==> src/rtl/fpga_reset_boot_sequencer.sv <==
// fpga_reset_boot_sequencer
// Reset and boot sequencer for the FPGA HEEPerator platform. Waits for the
// clock wizard to lock, holds the SoC in reset for RST_HOLD_CYCLES, latches
// the boot straps at release and captures the program exit code.
// Optional feature macro: RST_DEBOUNCE_EN (button debounce filter).
module fpga_reset_boot_sequencer #(
   parameter int unsigned RST_HOLD_CYCLES      = 32,
   parameter int unsigned DEBOUNCE_CYCLES      = 16,
   parameter int unsigned CLK_LED_COUNT_LENGTH = 27
) (
   input  logic        clk_i,
   input  logic        rst_i,
   input  logic        rst_btn_i,
   input  logic        pll_locked_i,
   input  logic        boot_select_i,
   input  logic        execute_from_flash_i,
   input  logic        exit_valid_i,
   input  logic [31:0] exit_value_i,
   output logic        soc_rst_no,
   output logic        boot_select_o,
   output logic        execute_from_flash_o,
   output logic        exit_done_o,
   output logic [31:0] exit_value_o,
   output logic [2:0]  state_o,
   output logic        rst_led_o,
   output logic        clk_led_o,
   output logic        exit_led_o
);

   localparam int unsigned HoldCntW = $clog2(RST_HOLD_CYCLES + 1);
   localparam logic [CLK_LED_COUNT_LENGTH-1:0] LedOne = 1;

   typedef enum logic [2:0] {
      WAIT_LOCK = 3'd1,
      HOLD      = 3'd2,
      RUN       = 3'd3,
      DONE      = 3'd4
   } state_e;

   // Reject parameter values that would make the sequencer meaningless.
   if (RST_HOLD_CYCLES < 1) begin : gen_bad_hold
      $error("RST_HOLD_CYCLES must be at least 1");
   end
   if (DEBOUNCE_CYCLES < 1) begin : gen_bad_debounce
      $error("DEBOUNCE_CYCLES must be at least 1");
   end

   logic [1:0] btnSync_q;
   logic [1:0] lockSync_q;
   logic [1:0] bootSync_q;
   logic [1:0] flashSync_q;

   logic btnFilt;
   logic btnPrev_q;
   logic btnEvent;
   logic lockSync;

   state_e state_q, state_d;
   logic [HoldCntW-1:0] holdCnt_q, holdCnt_d;
   logic bootLatch_q, bootLatch_d;
   logic flashLatch_q, flashLatch_d;
   logic exitDone_q, exitDone_d;
   logic [31:0] exitValue_q, exitValue_d;
   logic socRstN_q, socRstN_d;
   logic [CLK_LED_COUNT_LENGTH-1:0] ledCnt_q;

   // Two-flop synchronisers for every asynchronous board-level input.
   always_ff @(posedge clk_i or posedge rst_i) begin
      if (rst_i) begin
         btnSync_q   <= '0;
         lockSync_q  <= '0;
         bootSync_q  <= '0;
         flashSync_q <= '0;
      end else begin
         btnSync_q   <= {btnSync_q[0], rst_btn_i};
         lockSync_q  <= {lockSync_q[0], pll_locked_i};
         bootSync_q  <= {bootSync_q[0], boot_select_i};
         flashSync_q <= {flashSync_q[0], execute_from_flash_i};
      end
   end

   assign lockSync = lockSync_q[1];

`ifdef RST_DEBOUNCE_EN
   localparam int unsigned DebCntW = $clog2(DEBOUNCE_CYCLES + 1);

   logic [DebCntW-1:0] debCnt_q, debCnt_d;
   logic btnLevel_q, btnLevel_d;

   // Accept a new button level only after it has been stable long enough;
   // any return to the current level restarts the count.
   always_comb begin
      debCnt_d   = '0;
      btnLevel_d = btnLevel_q;
      if (btnSync_q[1] != btnLevel_q) begin
         if (debCnt_q == DebCntW'(DEBOUNCE_CYCLES - 1)) begin
            btnLevel_d = btnSync_q[1];
            debCnt_d   = '0;
         end else begin
            debCnt_d = debCnt_q + DebCntW'(1);
         end
      end
   end

   // Debounce counter and filtered button level registers.
   always_ff @(posedge clk_i or posedge rst_i) begin
      if (rst_i) begin
         debCnt_q   <= '0;
         btnLevel_q <= 1'b0;
      end else begin
         debCnt_q   <= debCnt_d;
         btnLevel_q <= btnLevel_d;
      end
   end

   assign btnFilt = btnLevel_q;
`else
   assign btnFilt = btnSync_q[1];
`endif

   // Remember the previous filtered level so a press yields a single pulse.
   always_ff @(posedge clk_i or posedge rst_i) begin
      if (rst_i) begin
         btnPrev_q <= 1'b0;
      end else begin
         btnPrev_q <= btnFilt;
      end
   end

   assign btnEvent = btnFilt & ~btnPrev_q;

   // Next-state logic: lock loss beats a button restart, which beats exit capture.
   always_comb begin
      state_d      = state_q;
      holdCnt_d    = holdCnt_q;
      bootLatch_d  = bootLatch_q;
      flashLatch_d = flashLatch_q;
      exitDone_d   = exitDone_q;
      exitValue_d  = exitValue_q;

      case (state_q)
         WAIT_LOCK: begin
            if (lockSync) begin
               state_d     = HOLD;
               holdCnt_d   = '0;
               exitDone_d  = 1'b0;
               exitValue_d = '0;
            end
         end
         HOLD, RUN, DONE: begin
            if (!lockSync) begin
               state_d = WAIT_LOCK;
            end else if (btnEvent) begin
               state_d     = HOLD;
               holdCnt_d   = '0;
               exitDone_d  = 1'b0;
               exitValue_d = '0;
            end else begin
               case (state_q)
                  HOLD: begin
                     if (holdCnt_q == HoldCntW'(RST_HOLD_CYCLES - 1)) begin
                        state_d      = RUN;
                        bootLatch_d  = bootSync_q[1];
                        flashLatch_d = flashSync_q[1];
                     end else begin
                        holdCnt_d = holdCnt_q + HoldCntW'(1);
                     end
                  end
                  RUN: begin
                     if (exit_valid_i) begin
                        state_d     = DONE;
                        exitDone_d  = 1'b1;
                        exitValue_d = exit_value_i;
                     end
                  end
                  default: begin
                     state_d = state_q;
                  end
               endcase
            end
         end
         default: begin
            state_d = WAIT_LOCK;
         end
      endcase

      socRstN_d = (state_d == RUN) || (state_d == DONE);
   end

   // Sequencer state, latched straps, exit capture and the registered SoC reset.
   always_ff @(posedge clk_i or posedge rst_i) begin
      if (rst_i) begin
         state_q      <= WAIT_LOCK;
         holdCnt_q    <= '0;
         bootLatch_q  <= 1'b0;
         flashLatch_q <= 1'b0;
         exitDone_q   <= 1'b0;
         exitValue_q  <= '0;
         socRstN_q    <= 1'b0;
      end else begin
         state_q      <= state_d;
         holdCnt_q    <= holdCnt_d;
         bootLatch_q  <= bootLatch_d;
         flashLatch_q <= flashLatch_d;
         exitDone_q   <= exitDone_d;
         exitValue_q  <= exitValue_d;
         socRstN_q    <= socRstN_d;
      end
   end

   // Free-running blink counter; only the global reset clears it.
   always_ff @(posedge clk_i or posedge rst_i) begin
      if (rst_i) begin
         ledCnt_q <= '0;
      end else begin
         ledCnt_q <= ledCnt_q + LedOne;
      end
   end

   assign soc_rst_no           = socRstN_q;
   assign rst_led_o            = socRstN_q;
   assign boot_select_o        = bootLatch_q;
   assign execute_from_flash_o = flashLatch_q;
   assign exit_done_o          = exitDone_q;
   assign exit_value_o         = exitValue_q;
   assign state_o              = state_q;
   assign clk_led_o            = ledCnt_q[CLK_LED_COUNT_LENGTH-1];

   // A clean exit lights the LED solid, a failing exit makes it blink.
   always_comb begin
      exit_led_o = 1'b0;
      if (state_q == DONE) begin
         exit_led_o = (exitValue_q == 32'd0) ? 1'b1 : clk_led_o;
      end
   end

endmodule

==> config.mk <==
export PLATFORM = sky130hd
export DESIGN_NAME = fpga_reset_boot_sequencer
export DESIGN_NICKNAME = d
export VERILOG_FILES = /design/src/rtl/fpga_reset_boot_sequencer.sv
export SDC_FILE = /design/constraint.sdc
export NUM_CORES = 1
export LEC_CHECK = 0
export CAP_MARGIN = 40
export CORE_AREA = 2 2 90 92
export DETAILED_ROUTE_END_ITERATION = 16
export DIE_AREA = 0 0 92 94
export DONT_BUFFER_PORTS = 1
export GPL_TIMING_DRIVEN = 0
export PLACE_DENSITY_LB_ADDON = 0.12
export SLEW_MARGIN = 20
export SYNTH_ARGS = -nofsm -noshare
export SYNTH_HDL_FRONTEND = slang
export SYNTH_SLANG_ARGS = --single-unit
==> constraint.sdc <==
create_clock -name clk_i -period 7.3 [get_ports clk_i]
set_input_delay 1.46 -clock clk_i [delete_from_list [all_inputs] [get_ports clk_i]]
set_output_delay 1.46 -clock clk_i [all_outputs]
set_load 0.005 [all_outputs]
---- Yosys cells after proc, flatten, opt, wreduce, memory -nomap -nowiden ----
Index checks and enable logic that the tools add are counted.
W data, S select, Z words.
operators by class
  bitwise logic cells ..................... 3
  add/subtract/negate cells ............... 2
  muxes and demuxes ....................... 27
  equality and inequality tests ........... 13
  reduce and logical (&&, ||, !) cells .... 7
operator list
  cell                     count
  $mux W32                 5
  $pmux W32 S2             1
  $logic_not A32 Y1        1
  $mux W6                  5
  $add A27 B1 Y27 const B  1
  $mux W3                  5
  $reduce_and A5 Y1        3
  $ne A3 B3 Y1 const B     4
  $pmux W3 S2              2
  $pmux W6 S2              1
  $eq A3 B2 Y1 const B     3
  $mux W1                  7
  $add A6 B1 Y6 const B    1
  $eq A3 B3 Y1 const B     2
  $eq A6 B5 Y1 const B     1
  $ne A2 B2 Y1 const B     2
  $eq A3 B1 Y1 const B     1
  $reduce_or A3 Y1         1
  $not A1 Y1               2
  $pmux W1 S2              1
  $reduce_bool A2 Y1       1
  $and A1 B1 Y1            1
  $logic_or A1 B1 Y1       1
word-level totals
  output and inout bits ................... 42
  word-level logic and storage cells ...... 65
  bits in registers ....................... 81

---- Logic depth before layout (Yosys ltp) ----
  depth in word-level cells ............... 8
  mapped depth ............................ 6
  gate-level depth less buffers ........... 6

---- Worst setup path before layout ----
Ideal clock, no wire load.
  kind .................................... register -> output
  start point ............................. register state_q[1], in the netlist state_o[1]
  end point ............................... output port exit_led_o
  arrival ................................. 1.050 ns
  setup slack ............................. 4.790 ns
  stages on the path, launching flop included .. 3
  data required time ...................... 5.840 ns
  cells stage by stage .................... dfrtp_1 > or3b_4 > nor2_1
between the ends
  cells in the longest elaborated chain, start to end .. 2
ends and longest elaborated chain
  element                 line  source
  start, declared         58    state_e state_q, state_d;
  start signal, assigned  201   state_q <= state_d;
  $eq A3 B3 Y1            232   if (state_q == DONE) begin
  $mux W1                 232
  end, declared           27    output logic exit_led_o
Every way passes these cells.

---- Final worst setup path ----
  start point ............................. register exitValue_q[0], in the netlist exit_value_o[0]
  end point ............................... output port exit_led_o
between the ends
  cells in the longest elaborated chain, start to end .. 3
ends and longest elaborated chain
  element                 line  source
  start, declared         63    logic [31:0] exitValue_q, exitValue_d;
  start signal, assigned  206   exitValue_q <= exitValue_d;
  $logic_not A32 Y1       233   exit_led_o = (exitValue_q == 32'd0) ? 1'b1 : clk_led_o;
  $mux W1                 233
  $mux W1                 232
Every way passes these cells.

==> summary.md <==
The run finished with clean final reports. The fraction of the yosys area taken by sequential cells is 60.4%. The finished layout holds 383 standard cells, fillers aside.

Registers take 2030 um2. The number of port buffers was 0; the average vias per placed instance was 5.51. By area, the combinational part of the netlist is dominated by simple AND/OR/NAND/NOR gates. The start of the worst register-to-register path is holdCnt_q[1]$_DFFE_PP0P_. The cell count after synthesis is 264, and the required time at the endpoint of the critical path is 5.84 ns. Max-slew headroom at the worst pin: 65.2%. The number of placed instances, taps included, is 367. The tools report the clock latency reported for the late side of the worst-skew pair as 0.35 ns. The highest-utilization routing layer at the global route stage was met2. TritonCTS created 9 clock buffers.

The die is 92 um wide. The number of inserted filler cells in the final layout was 682. TritonCTS built the clock tree. The share of the synthesized area in compound gates (AO/OA/AOI/OAI) came out at 13.9%.

Data arrives at the worst endpoint at 1.65 ns. Detailed placement ended at an HPWL of 4.60 mm. The number of cells on the worst reg-to-reg path is 5. The logs give 2061 for the via count of the first global-routing pass and 2109 for the via count of the routed design. The pin slew with the least headroom to its limit was 0.519 ns; the total of max-cap violations was 0.

Adder-cell share of the synthesized area: 0.745%. In the final layout, the share of cells above drive strength 1 is 16.4%. The H-tree depth came out at 3. The critical path starts at exit_value_o[0]$_DFFE_PP0P_.

The pin count of the biggest net entering global routing is 53, and the peak ir drop on the vdd network is 0.0000935 V. Of the total synthesized cell area, the portion taken by AND, OR, NAND and NOR gates is 14.8%. The effective utilization at floorplan was 44.2%; the layout overhead on the synthesized area was 12.1%. After synthesis, the mean cell area works out to 12.7 um2. After global routing the overflow that remains totals 0. The overall die area was 8650 um2; the net count reported at finish was 317.

The run gives 5.42 ns as the worst reg-to-reg setup slack. The minimum period implied by the final worst setup slack came out at 3.11 ns. Setup repair after global routing left no endpoint under its margin.

In this run the worst hold path is classified as flop to flop. In this run the worst setup path terminates at exit_led_o. The global-route met1 utilization is 22.4%, and the total track usage is 15.5%.

The number of gates resized after CTS was 0. The run gives 3.37% as the met3 capacity usage during global routing. After clock tree synthesis, the setup repair step added 0 buffers. In the final layout, the multi-input gates occupy 1240 um2.

The number of antenna diodes in the final layout is 0. In the routed design, unresolved DRC markers number 0. The tree is rooted in a sky130_fd_sc_hd__clkbuf_8.

The worst path uses 42.6% of the clock period. The count of state elements after synthesis was 81. The synthesized netlist devotes 6.52% of its cell area to XOR and XNOR gates. For the post-route clock skew, the log shows 0.00595 ns.

Leaving out fill and tap cells, the most frequent cells in the layout are sky130_fd_sc_hd__dfrtp_1, sky130_fd_sc_hd__a22o_1, sky130_fd_sc_hd__xnor2_1, sky130_fd_sc_hd__nand2_1, sky130_fd_sc_hd__nand3_1. Buffers inserted to repair hold after CTS numbered 0. In this run the count of I/O pins placed on the die edge is 81.

In this run the remaining antenna-violating nets after routing total 0. The total leakage power was 1.73 nW; the average wire per standard cell was 16.9 um. For the final weighted congestion of routability-driven global placement, the log shows 0.762.

The run gives 32 as the number of rows created at floorplan. The worst setup path is launched from a flop. The clock transition time at the flip-flop clock pins of the worst setup and hold paths is 0.09 ns. Of the post-synthesis cell area, the part taken by muxes is 0.968%.

The critical path in this run is classified as flop to primary output. The post-route setup TNS was 0 ns. The tools report the final number of max-transition violations as 0.

The number of antenna violations at the first check in global routing came out at 0. The final-report setup violation count is 0. The floorplan core area is 7610 um2, and the number of buffers on the longest clock path is 2. The vertical die dimension is 94 um, and the synthesized netlist net count is 305. For this design the ratio of total power to cell area is 262 nW/um2. The worst register-to-register path ends at execute_from_flash_o$_DFFE_PP0P_. The total iterations of the first detailed-routing run is 5, and the maximum clock rate is 322 MHz.

The tools report the final-report hold violation count as 0. The tree built by TritonCTS fans out to 81 sinks. After synthesis, the netlist uses 48 different library cells. The worst hold path begins at btnSync_q[0]$_DFF_PP0_. For the met2 track utilization from global routing, the log shows 22.4%. Leaving out fill and tap cells, the most frequent cell in the layout is sky130_fd_sc_hd__dfrtp_1.

In this run the worst path has a maximum fanout of 3. The first global-routing pass estimated 10.4 mm of wire. The nature of the critical path endpoint is a primary output. In this run, the number of DRC markers left after iteration 0 of detailed routing was 108. The logs give 6.47 mm for the final routed wirelength across all metal layers and 0 for the number of warnings printed during yosys synthesis. The cell area after synthesis is 3360 um2.
[critical path, stage by stage (launching register included)]
cell and delay, ns:
sky130_fd_sc_hd__dfrtp_1 0.42, sky130_fd_sc_hd__nor4_1 0.38, sky130_fd_sc_hd__nand4_1 0.16, sky130_fd_sc_hd__nor2_1 0.11
sky130_fd_sc_hd__nor2_1 0.05, sky130_fd_sc_hd__nor2_1 0.17
[flip-flops by register name, summed over array words and instances, names as in the netlist]
| signal | cells |
|---|---|
| rst_led_o | 1 |
| boot_select_o | 1 |
| bootSync_q | 2 |
| lockSync_q | 2 |
| flashSync_q | 2 |
| execute_from_flash_o | 1 |
| exit_done_o | 1 |
| ledCnt_q | 27 |
| btnSync_q | 2 |
| exit_value_o | 32 |
| state_o | 3 |
| btnPrev_q | 1 |
| holdCnt_q | 6 |
[metrics by stage]
stage               setup slack (ns)  utilization [%]  cell area [um2]  power (mW)  hold WS [ns]
global placement                2.89             45.8             3490       0.594         0.332
floorplan                       3.76                -             3360       0.571         0.331
finish                          4.19             49.5             3770       0.988         0.352
detailed placement              4.53             46.2             3520       0.597         0.336
CTS                             4.13             49.5             3770        1.00         0.354
global route                    3.99             49.5             3770        1.03         0.369
[worst min-delay path by stage]
stage,to,slack (ns),cells past startpoint
2_1_floorplan,bootSync_q[1]$_DFF_PP0_,0.33,0
4_1_cts,btnSync_q[1]$_DFF_PP0_,0.35,0
3_3_place_gp,flashSync_q[1]$_DFF_PP0_,0.33,0
3_5_place_dp,btnSync_q[1]$_DFF_PP0_,0.34,0
5_1_grt,btnSync_q[1]$_DFF_PP0_,0.37,0
6_report,btnSync_q[1]$_DFF_PP0_,0.35,0
[final cells by class]
type	instances	share of cell area, %
repair buffers	1	0.731
plain buffers	9	1.93
well taps	102	3.39
inverters	5	0.565
clock buffers	9	3.29
flip-flops and latches	81	53.9
clock inverters	7	3.32
multi-input cells	169	32.9
[synthesized netlist by cell type (all sizes together)]
master   count  area (um2)
a21oi        8        62.6
a22o        32         284
a31oi        2        12.5
o2111a       1        11.3
and2         1        6.26
a21o         1        7.51
and3         3        18.8
buf          9        72.6
xnor2       18         158
a211o        1        10.0
a41o         1        11.3
a41oi        1        8.76
nand2       17        66.3
nand2b       2        20.0
mux2i        1        10.0
nand3       16        80.1
or2          1        6.26
dfrtp       80        2000
or3          2        18.8
a21boi       1        7.51
nor4         9        71.3
o21ai        6        41.3
nor3         3        15.0
nor2b        1        6.26
or2b         1        7.51
and4         5        43.8
o2111ai      1        8.76
ha           2        25.0
mux2         2        22.5
inv          5        18.8
xor2         7        61.3
and2b        1        7.51
and4bb       1        12.5
nand4        9        62.6
dfstp        1        26.3
nor2        11        43.8
or3b         1        11.3
[report_power, final]
part           internal [mW]  switching (mW)
Combinational         0.0400          0.0479
Clock                  0.231           0.172
Sequential             0.472          0.0258
[kinds of logic after synthesis]
family	Yosys count
AND/OR/NAND/NOR	84
flip-flops	81
AO/OA/AOI/OAI	55
XOR/XNOR	25
buffers and inverters	14
multiplexers	3
adder cells (fa/ha/maj)	2
[routing by layer]
metal | wire [um] | up-vias
li1 | - | 1001
met1 | 3140 | 1044
met2 | 2890 | 58
met3 | 339 | 6
met4 | 94 | 0
met5 | 0 | -
Note: power is estimated with default switching activity, not from simulation.
